`config.mk`:
```
export PLATFORM = sky130hd
export DESIGN_NAME = uart_rx_cfg
export DESIGN_NICKNAME = d
export VERILOG_FILES = /design/src/rtl/uart_rx_cfg.sv
export SDC_FILE = /design/constraint.sdc
export NUM_CORES = 1
export LEC_CHECK = 0
export BUFFER_PORTS_ARGS = -buffer_cell sky130_fd_sc_hd__buf_2
export CAP_MARGIN = 30
export CORE_ASPECT_RATIO = 1.4
export CORE_UTILIZATION = 34
export DETAILED_ROUTE_END_ITERATION = 16
export PLACE_DENSITY_LB_ADDON = 0.08
export SLEW_MARGIN = 20
export SYNTH_ARGS = -nofsm -noshare
export SYNTH_HDL_FRONTEND = slang
export SYNTH_SLANG_ARGS = --single-unit
```
`constraint.sdc`:
```
create_clock -name clk -period 3.4 [get_ports clk]
set_clock_uncertainty 0.1 [all_clocks]
set_input_delay 0 -clock clk [delete_from_list [all_inputs] [get_ports clk]]
set_output_delay 0 -clock clk [all_outputs]
set_load 0.01 [all_outputs]
```
`src/rtl/uart_rx_cfg.sv`:
```
`default_nettype none
// ============================================================================
// Module   : uart_rx_cfg
// Brief    : Oversampling UART receiver, configurable frame, valid/ready output
//            with parity/framing/overrun/break status. Define
//            UART_RX_MAJORITY_EN for 2-of-3 majority bit sampling.
// Revision : 1.0 - initial release
// ============================================================================
module uart_rx_cfg #(
    parameter int DATA_BITS  = 8,
    parameter int PARITY     = 0,
    parameter int STOP_BITS  = 1,
    parameter int OVERSAMPLE = 16,
    parameter int DIV_W      = 16
) (
    input  logic                 clk,
    input  logic                 rst,
    input  logic [DIV_W-1:0]     div,
    input  logic                 rx,
    output logic [DATA_BITS-1:0] data,
    output logic                 valid,
    input  logic                 ready,
    output logic                 parity_err,
    output logic                 frame_err,
    output logic                 brk,
    output logic                 overrun
);

    localparam int c_SCNT_W = $clog2(OVERSAMPLE);
    localparam int c_BCNT_W = $clog2(DATA_BITS + 1);
    localparam int c_MID    = OVERSAMPLE / 2 - 1;
    localparam int c_LAST   = OVERSAMPLE - 1;

    typedef enum logic [2:0] {
        S_IDLE    = 3'd0,
        S_START   = 3'd1,
        S_DATA    = 3'd2,
        S_PARITY  = 3'd3,
        S_STOP1   = 3'd4,
        S_STOP2   = 3'd5,
        S_WAIT_HI = 3'd6
    } state_t;

    state_t               r_state;
    logic                 r_rx_meta;
    logic                 r_rx_s;
    logic                 r_rx_d;
    logic [DIV_W-1:0]     r_div_q;
    logic [DIV_W-1:0]     r_tick_cnt;
    logic [c_SCNT_W-1:0]  r_scnt;
    logic [DATA_BITS-1:0] r_shift;
    logic [c_BCNT_W-1:0]  r_bcnt;
    logic                 r_pbit;
    logic                 r_owned;
    logic [DATA_BITS-1:0] r_data;
    logic                 r_valid;
    logic                 r_perr;
    logic                 r_ferr;
    logic                 r_brk;
    logic                 r_ovr;

    logic w_fall;
    logic w_start;
    logic w_tick;
    logic w_samp_now;
    logic w_bit;
    logic w_bit_end;
    logic w_done;
    logic w_hs;
    logic w_perr;
    logic w_brk;
    logic w_stop2_err;

    always_ff @(posedge clk or posedge rst) begin
        if (rst) begin
            r_rx_meta <= 1'b1;
            r_rx_s    <= 1'b1;
            r_rx_d    <= 1'b1;
        end else begin
            r_rx_meta <= rx;
            r_rx_s    <= r_rx_meta;
            r_rx_d    <= r_rx_s;
        end
    end

    assign w_fall  = r_rx_d & ~r_rx_s;
    assign w_start = (r_state == S_IDLE) && w_fall;

    // Divisor is latched at start so a mid-frame change cannot stretch the frame.
    always_ff @(posedge clk or posedge rst) begin
        if (rst) begin
            r_div_q    <= '0;
            r_tick_cnt <= '0;
        end else if (w_start) begin
            r_div_q    <= div;
            r_tick_cnt <= div;
        end else if (r_state != S_IDLE) begin
            if (r_tick_cnt == '0) begin
                r_tick_cnt <= r_div_q;
            end else begin
                r_tick_cnt <= r_tick_cnt - 1'b1;
            end
        end
    end

    assign w_tick    = (r_state != S_IDLE) && (r_tick_cnt == '0);
    assign w_bit_end = w_tick && (r_scnt == c_SCNT_W'(c_LAST));

    always_ff @(posedge clk or posedge rst) begin
        if (rst) begin
            r_scnt <= '0;
        end else if (w_start) begin
            r_scnt <= '0;
        end else if (w_tick) begin
            if (r_scnt == c_SCNT_W'(c_LAST)) begin
                r_scnt <= '0;
            end else begin
                r_scnt <= r_scnt + 1'b1;
            end
        end
    end

`ifdef UART_RX_MAJORITY_EN
    logic [1:0] r_maj;

    // The two early samples are held; the third is taken live at the decision tick.
    always_ff @(posedge clk or posedge rst) begin
        if (rst) begin
            r_maj <= 2'b11;
        end else if (w_tick) begin
            if (r_scnt == c_SCNT_W'(c_MID - 1)) begin
                r_maj[0] <= r_rx_s;
            end
            if (r_scnt == c_SCNT_W'(c_MID)) begin
                r_maj[1] <= r_rx_s;
            end
        end
    end

    assign w_samp_now = w_tick && (r_scnt == c_SCNT_W'(c_MID + 1));
    assign w_bit      = (r_maj[0] & r_maj[1]) | (r_maj[0] & r_rx_s) | (r_maj[1] & r_rx_s);
`else
    assign w_samp_now = w_tick && (r_scnt == c_SCNT_W'(c_MID));
    assign w_bit      = r_rx_s;
`endif

    assign w_done      = (r_state == S_STOP1) && w_samp_now;
    assign w_hs        = r_valid && ready;
    assign w_perr      = (PARITY == 0) ? 1'b0 : ((^r_shift) ^ r_pbit ^ (PARITY == 1));
    assign w_brk       = ~|{r_shift, r_pbit, w_bit};
    assign w_stop2_err = (r_state == S_STOP2) && w_samp_now && !w_bit && r_owned && r_valid;

    always_ff @(posedge clk or posedge rst) begin
        if (rst) begin
            r_state <= S_IDLE;
            r_shift <= '0;
            r_bcnt  <= '0;
            r_pbit  <= 1'b0;
            r_owned <= 1'b0;
            r_data  <= '0;
            r_valid <= 1'b0;
            r_perr  <= 1'b0;
            r_ferr  <= 1'b0;
            r_brk   <= 1'b0;
            r_ovr   <= 1'b0;
        end else begin
            case (r_state)
                S_IDLE: begin
                    if (w_fall) begin
                        r_state <= S_START;
                        r_shift <= '0;
                        r_bcnt  <= '0;
                        r_pbit  <= 1'b0;
                    end
                end
                S_START: begin
                    if (w_samp_now && w_bit) begin
                        r_state <= S_IDLE;
                    end else if (w_bit_end) begin
                        r_state <= S_DATA;
                    end
                end
                S_DATA: begin
                    if (w_samp_now) begin
                        r_shift <= {w_bit, r_shift[DATA_BITS-1:1]};
                        r_bcnt  <= r_bcnt + 1'b1;
                    end
                    if (w_bit_end && (r_bcnt == c_BCNT_W'(DATA_BITS))) begin
                        r_state <= (PARITY != 0) ? S_PARITY : S_STOP1;
                    end
                end
                S_PARITY: begin
                    if (w_samp_now) begin
                        r_pbit <= w_bit;
                    end
                    if (w_bit_end) begin
                        r_state <= S_STOP1;
                    end
                end
                S_STOP1: begin
                    if (w_samp_now) begin
                        if (!w_bit) begin
                            r_state <= S_WAIT_HI;
                        end else if (STOP_BITS == 2) begin
                            r_state <= S_STOP2;
                        end else begin
                            r_state <= S_IDLE;
                        end
                    end
                end
                S_STOP2: begin
                    if (w_samp_now) begin
                        r_state <= S_IDLE;
                    end
                end
                S_WAIT_HI: begin
                    if (r_rx_s) begin
                        r_state <= S_IDLE;
                    end
                end
                default: r_state <= S_IDLE;
            endcase

            // r_owned marks that the held word belongs to the frame still in its stop bits.
            if (w_done) begin
                if (r_valid && !ready) begin
                    r_ovr   <= 1'b1;
                    r_owned <= 1'b0;
                end else begin
                    r_data  <= r_shift;
                    r_perr  <= w_perr;
                    r_ferr  <= !w_bit;
                    r_brk   <= w_brk;
                    r_valid <= 1'b1;
                    r_owned <= 1'b1;
                end
            end else if (w_hs) begin
                r_valid <= 1'b0;
                r_ovr   <= 1'b0;
            end else if (w_stop2_err) begin
                r_ferr <= 1'b1;
            end
        end
    end

    assign data       = r_data;
    assign valid      = r_valid;
    assign parity_err = r_perr;
    assign frame_err  = r_ferr;
    assign brk        = r_brk;
    assign overrun    = r_ovr;

endmodule
`default_nettype wire
```
==> summary.md, run 1 <==
| Metric | Value |
|---|---|
| Die height | `123 microns` |
| Clock latency on the worst-skew pair | `0.34 ns` |
| Mapped Area | `3560 sq um` |
| CP max stage delay | `0.55 ns` |
| Post-DP Area | `3900 sq um` |
| Post-Syn Nets | `413` |
| Outcome | `finished clean` |
| Pwr dens | `597 nW/um^2` |
| Vias in the first global route | `3,060` |
| Worst hold slack | `0.168 ns` |
| Post-CTS Setup Repair Bufs | `0` |
| Reg-to-Reg Start | `r_tick_cnt[0]` |
| CTS tree | `yes` |
| Initial Util | `35.4%` |
| Max FO, Critical Path | `12` |
| Die area | `about 11,000 sq um` |
| 1st-iter DRT viols | `139` |
| Detail Route Antenna Nets | `0` |
| Setup Viol. Count Final | `0` |
| CP Capture Type | `flop` |
| First-pass GRT wire length | `15,700 microns` |
| Lkg Pwr | `2.02 nW` |
| Worst Setup Start Kind | `flop` |
| DR vias | `3,045` |
| Synth Register Bits | `68` |
| Pwr Total | `0.00261 W` |
| Period Utilization, post-route | `87.2%` |
| DPL Wire Length | `about 6700 microns` |
| Area of the core | `10,100 sq um` |
| Max Fclk | `0.337 GHz` |
| Routed WL | `between 9000 and 10,000 microns` |
| Number of synthesized flops with an enable pin | `0` |
| Setup TNS | `0 ns` |
| Crit path max-delay cell type | `nor3_4` |
| Final Slew Violations | `0` |
| Critical path type | `reg2reg` |
| Vias per std cell | `5.24` |
| Average wire per standard cell | `about 17 microns` |
| Post-route cell area | `4360 sq um` |
| Clock sinks | `68` |
| Max cap viols | `0` |
| Clock Path Buffers | `2` |
| Syn avg cell area | `9.16 sq um` |
| Family with the most delay on the worst path | `simple AND/OR/NAND/NOR gates` |
| Root buf cell | `clkbuf_16` |
| Area grow syn2layout | `22.5%` |
| Grt total ovfl | `0` |
| Main flop type after synthesis | `dfrtp_1` |
| Largest net degree at the start of global routing | `27` |
| Distinct cells, synth | `52` |
| Layout cell share with drive strength beyond 1 | `19.7%` |
| Peak VDD IR | `0.280 mV` |
| Routability Congestion | `0.795` |
| Hold Path Class | `in2async` |
| Req. time, crit path | `about 3.5 ns` |
| Residual DRC | `0` |
| H-tree levels | `3` |
| Crit path launch | `r_tick_cnt[0]` |
| YS warnings | `0` |
| I/O pin cnt | `33` |
| Final hold viol count | `0` |
| Minimum clock period after layout | `slightly below 3 ns` |
| Crit path cell chain | `inv_1 > ha_1 > or4b_1 > or4_4 > nor3_4 > mux2_2` |
| Seq/Total Area, Yosys | `between 40% and 50%` |
| Layout Utilization | `43.4%` |
| Max-Slew Margin vs Limit | `between 40 and 50%` |
| RSZ-0062 raised after global routing | `no` |
| CTS clock-pin slew for the worst setup and hold paths | `0.06 ns` |
| CP Buf/Inv Count | `1` |
| Tot GR Track Use | `19.6%` |
| N_diodes | `0` |
| Cells after synthesis | `around 390` |
| IO buf count | `31` |
| First-pass iteration count of the detailed router | `4` |
| Worst EP arrival | `roughly 3.1 ns` |
| CTS Buf Count | `9` |
| Async SR Flop Fraction | `100%` |
| Die width | `88.5 microns` |
| Net count reported at finish | `roughly 470` |
| Num rows | `43` |
| Fillers | `1,025` |
| Initial antenna violation count | `0` |
| Worst Max-Slew Pin Slew | `~0.86 ns` |
-- worst paths after layout --
kind,cells past startpoint,slack (ns),to
worst max register to register,6,0.44,brk
worst max-delay path,6,0.44,brk
worst min-delay path,3,0.17,data[4]
worst min register to register,0,0.25,r_rx_s
max in group asynchronous,4,2.23,r_rx_meta
min in group clk,2,0.21,r_rx_meta
-- timing repair --
action                                 4_1_cts  5_1_grt
hold buffers                                19        0
endpoints found under the hold margin       58        0
setup endpoints to repair                    0        0
resized for setup                            0        0
-- cell families (layout without fill, tap and decap cells) --
| family | Yosys count | count (layout) | synth area share, % |
|---|---|---|---|
| adder cells (fa/ha/maj) | 4 | 4 | 1.41 |
| XOR/XNOR | 4 | 4 | 0.984 |
| multiplexers | 17 | 17 | 5.09 |
| buffers and inverters | 40 | 97 | 4.74 |
| AND/OR/NAND/NOR | 167 | 167 | 23.8 |
| AO/OA/AOI/OAI | 88 | 88 | 16.0 |
| flip-flops | 68 | 68 | 47.9 |
| other | 1 | 1 | 0.105 |
-- registers in the layout (all words and copies together), names as in the netlist --
register,count
r_div_q,16
r_tick_cnt,16
data,8
r_shift,8
r_bcnt,4
r_scnt,4
r_state,3
brk,1
frame_err,1
overrun,1
r_owned,1
r_pbit,1
r_rx_d,1
r_rx_meta,1
r_rx_s,1
valid,1
-- tightest hold or removal path: stages --
cell           delay (ns)
dlygate4sd3_1        0.53
buf_2                0.12
inv_2                0.41
-- metal layers --
layer / track usage (%) / vias to the layer above / part of all wire, %
li1: - / 1493 / -
met5: 0 / - / 0
met1: 23.4 / 1489 / 43
met3: 2.60 / 17 / 2.2
met2: 34.1 / 46 / 52
met4: 9.58 / 0 / 2.3
-- power by group --
part / leakage, nW / internal, W / switching [W]
Combinational: 1.01 / 0.000268 / 0.000319
Clock: 0.124 / 0.000491 / 0.000355
Sequential: 0.886 / 0.000978 / 0.000194
-- cell type report --
class / instances / area [sq um] / area share (%)
Inverter: 18 / 67.6 / 1.55
Timing Repair Buffer: 63 / 455 / 10.4
Multi-Input combinational cell: 281 / 1700 / 38.9
Tap cell: 135 / 169 / 3.87
Clock inverter: 6 / 41.3 / 0.946
Sequential cell: 68 / 1710 / 39.1
Clock buffer: 10 / 229 / 5.25
-- per-stage QoR --
| stage | worst slack [ns] | cells |
|---|---|---|
| after global placement | 0.496 | 546 |
| after detailed placement | 0.426 | 546 |
| final | 0.437 | 581 |
| after CTS | 0.411 | 581 |
| after global routing | 0.238 | 581 |
| after floorplan | 0.776 | 389 |
-- Yosys cell counts (3+ instances only) --
cell	n	area share (%)
a31oi_1	4	0.70
mux2i_1	8	2.2
nor2b_1	3	0.53
dfstp_2	3	2.2
nor3_1	10	1.4
o211ai_1	12	2.5
inv_1	18	1.9
nand2_1	80	8.4
nor2_1	18	1.9
a311oi_1	3	0.74
ha_1	4	1.4
nor4b_1	4	0.98
o21ai_0	29	4.1
o22ai_1	4	0.70
clkbuf_1	16	1.7
nand2b_1	4	0.70
nor4_1	6	1.1
a31o_2	3	0.74
a21oi_1	15	2.1
buf_4	3	0.63
a21o_1	5	1.1
mux2_2	9	2.8
dfrtp_1	65	46
or3_1	4	0.70
nand3_1	11	1.5
nand4_1	6	1.1
-- placed cells by master, fill, tap and decap left out, drive strengths merged, types with 5 or more instances in the layout --
cell type and count:
buf 44, clkbuf 10, nor3 12, mux2 9
a21o 5, mux2i 8, nor2 18, nand4 6
nand2 80, inv 18, o211ai 12, o21ai 29
a21oi 15, dlygate4sd3 19, nand3 11, dfrtp 65
nor4 8
Note: power is estimated with default switching activity, not from simulation.
==> inputs of run 2 (changes only) <==
--- a/config.mk
+++ b/config.mk
@@ -9,8 +9,8 @@
 export CAP_MARGIN = 30
 export CORE_ASPECT_RATIO = 1.4
 export CORE_UTILIZATION = 34
+export CTS_CLUSTER_SIZE = 12
 export DETAILED_ROUTE_END_ITERATION = 16
-export PLACE_DENSITY_LB_ADDON = 0.08
 export SLEW_MARGIN = 20
 export SYNTH_ARGS = -nofsm -noshare
 export SYNTH_HDL_FRONTEND = slang
==> run 2 against run 1 <==
Net effect:
- via count grew 0.46%
- global-route usage is 1.2 points lower
- cell area rose by 0.55%
- highest routed layer unchanged
- clock power grew 2.8%
- first-iteration DRC count increased by 5.8%
- critical endpoint is now data[2]
==> summary.md, run 2 (same netlist as run 1, synthesis figures left out) <==
| Metric | Value |
|---|---|
| Period Utilization, post-route | `87.1%` |
| Detail Route Antenna Nets | `0` |
| Net count reported at finish | `approximately 470` |
| Root buf cell | `clkbuf_16` |
| Max FO, Critical Path | `12` |
| CTS clock-pin slew for the worst setup and hold paths | `0.06 ns` |
| Worst EP arrival | `3.08 ns` |
| Reg-to-Reg Start | `r_tick_cnt[0]` |
| Largest registers | `r_div_q: 16 flops, r_tick_cnt: 16 flops` |
| I/O pin cnt | `33` |
| Clock Path Buffers | `2` |
| Worst Max-Slew Pin Slew | `0.864 ns` |
| Final hold viol count | `0` |
| Max-Slew Margin vs Limit | `42.3%` |
| Pwr dens | `599 nW/um^2` |
| Hold Path Class | `in2async` |
| Peak VDD IR | `approximately 0.22 mV` |
| Pwr Total | `0.00263 W` |
| Vias in the first global route | `3,072` |
| Setup Viol. Count Final | `0` |
| FF-to-FF End | `data[2]` |
| Die width | `between 80 and 90 microns` |
| Max Fclk | `~0.34 GHz` |
| Residual DRC | `0` |
| CP Capture Type | `flop` |
| Commonest cells after routing, fill and taps aside | `nand2_1 (80), dfrtp_1 (65), buf_2 (31)` |
| IO buf count | `31` |
| Routability Congestion | `0.847` |
| Initial antenna violation count | `0` |
| Clock sinks | `between 60 and 70` |
| Area of the core | `10,100 sq um` |
| Crit path launch | `r_tick_cnt[0]` |
| Largest net degree at the start of global routing | `46` |
| Layout cell share with drive strength beyond 1 | `20.1%` |
| Tot GR Track Use | `18.4%` |
| Lkg Pwr | `2.04 nW` |
| Minimum clock period after layout | `2.96 ns` |
| First-pass GRT wire length | `between 10,000 and 15,000 microns` |
| CTS tree | `yes` |
| DR vias | `3,059` |
| Setup TNS | `0 ns` |
| Critical path endpoint | `data[2]` |
| Commonest non-fill, non-tap cell in the layout | `nand2_1` |
| Average wire per standard cell | `15.6 microns` |
| Clock latency on the worst-skew pair | `0.34 ns` |
| First-pass iteration count of the detailed router | `4` |
| Vias per std cell | `5.25` |
| Worst Setup Start Kind | `flop` |
| H-tree levels | `3` |
| Outcome | `finished clean` |
| R2R depth | `6` |
| Die area | `10,900 sq um` |
| CTS Buf Count | `9` |
| Fillers | `roughly 990` |
| Register-to-register setup slack | `0.44 ns` |
| N_diodes | `0` |
| Num rows | `43` |
| Layout Utilization | `43.6%` |
| Routed WL | `9090 microns` |
| RSZ-0062 raised after global routing | `no` |
| Grt total ovfl | `0` |
| Die height | `~120 microns` |
| Max cap viols | `0` |
| Final Slew Violations | `0` |
| Req. time, crit path | `3.52 ns` |
| Critical path type | `reg2reg` |
| Initial Util | `35.4%` |
| Area grow syn2layout | `23.1%` |
| 1st-iter DRT viols | `147` |
| DPL Wire Length | `6290 microns` |
run 2: changes by cell type in the layout (fill, tap and decap cells not counted), sizes merged:
cell,change
buf,+2
clkinv,-2
inv,+1
clkbuf,+1
run 2: worst min-delay path by stage:
stage	from	end	cells after the start
global placement	rx	r_rx_meta	1
floorplan	rx	r_rx_meta	0
detailed placement	rx	r_rx_meta	1
finish	rst	data[4]	3
global route	rst	data[5]	3
CTS	rx	r_rx_meta	2
run 2: routing by layer:
layer | vias up | global-route usage, % | routed length [microns]
li1 | 1503 | - | -
met1 | 1488 | 20.7 | 3780
met2 | 51 | 31.7 | 4800
met3 | 17 | 2.74 | 268
met4 | 0 | 12.2 | 236
met5 | - | 0 | 0
run 2: what timing repair did:
item / CTS / global route
resized for setup: 0 / 0
hold buffers: 19 / 0
hold endpoints to repair: 75 / 0
setup buffers: 0 / 0
run 2: critical path: stages, from the launching register on:
cell and delay, ns:
dfrtp_1 0.43, inv_1 0.08, ha_1 0.22, or4b_1 0.55, or4_4 0.52, nor3_4 0.54, mux2_2 0.40
run 2: area by class of cell:
class | count | area (sq um) | area share [%]
Clock inverter | 5 | 36.3 | 0.827
Inverter | 18 | 67.6 | 1.54
Sequential cell | 68 | 1710 | 38.9
Timing Repair Buffer | 65 | 470 | 10.7
Tap cell | 135 | 169 | 3.85
Multi-Input combinational cell | 281 | 1700 | 38.6
Clock buffer | 11 | 243 | 5.53
run 2: through the flow:
stage / hold WS (ns) / setup slack, ns / area, sq um / std cells
after global routing: 0.0534 / 0.319 / 4390 / 583
after detailed placement: 0.0145 / 0.431 / 3900 / 547
after global placement: 0.0119 / 0.498 / 3900 / 547
after CTS: 0.200 / 0.426 / 4370 / 582
final: 0.0373 / 0.438 / 4390 / 583
after floorplan: -0.0955 / 0.776 / 3560 / 389
run 2: where the power goes:
group          switching (W)  total (W)  internal [W]
Combinational       0.000317   0.000588      0.000271
Sequential          0.000190    0.00117      0.000978
Clock               0.000356   0.000870      0.000514
Total               0.000863    0.00263       0.00176
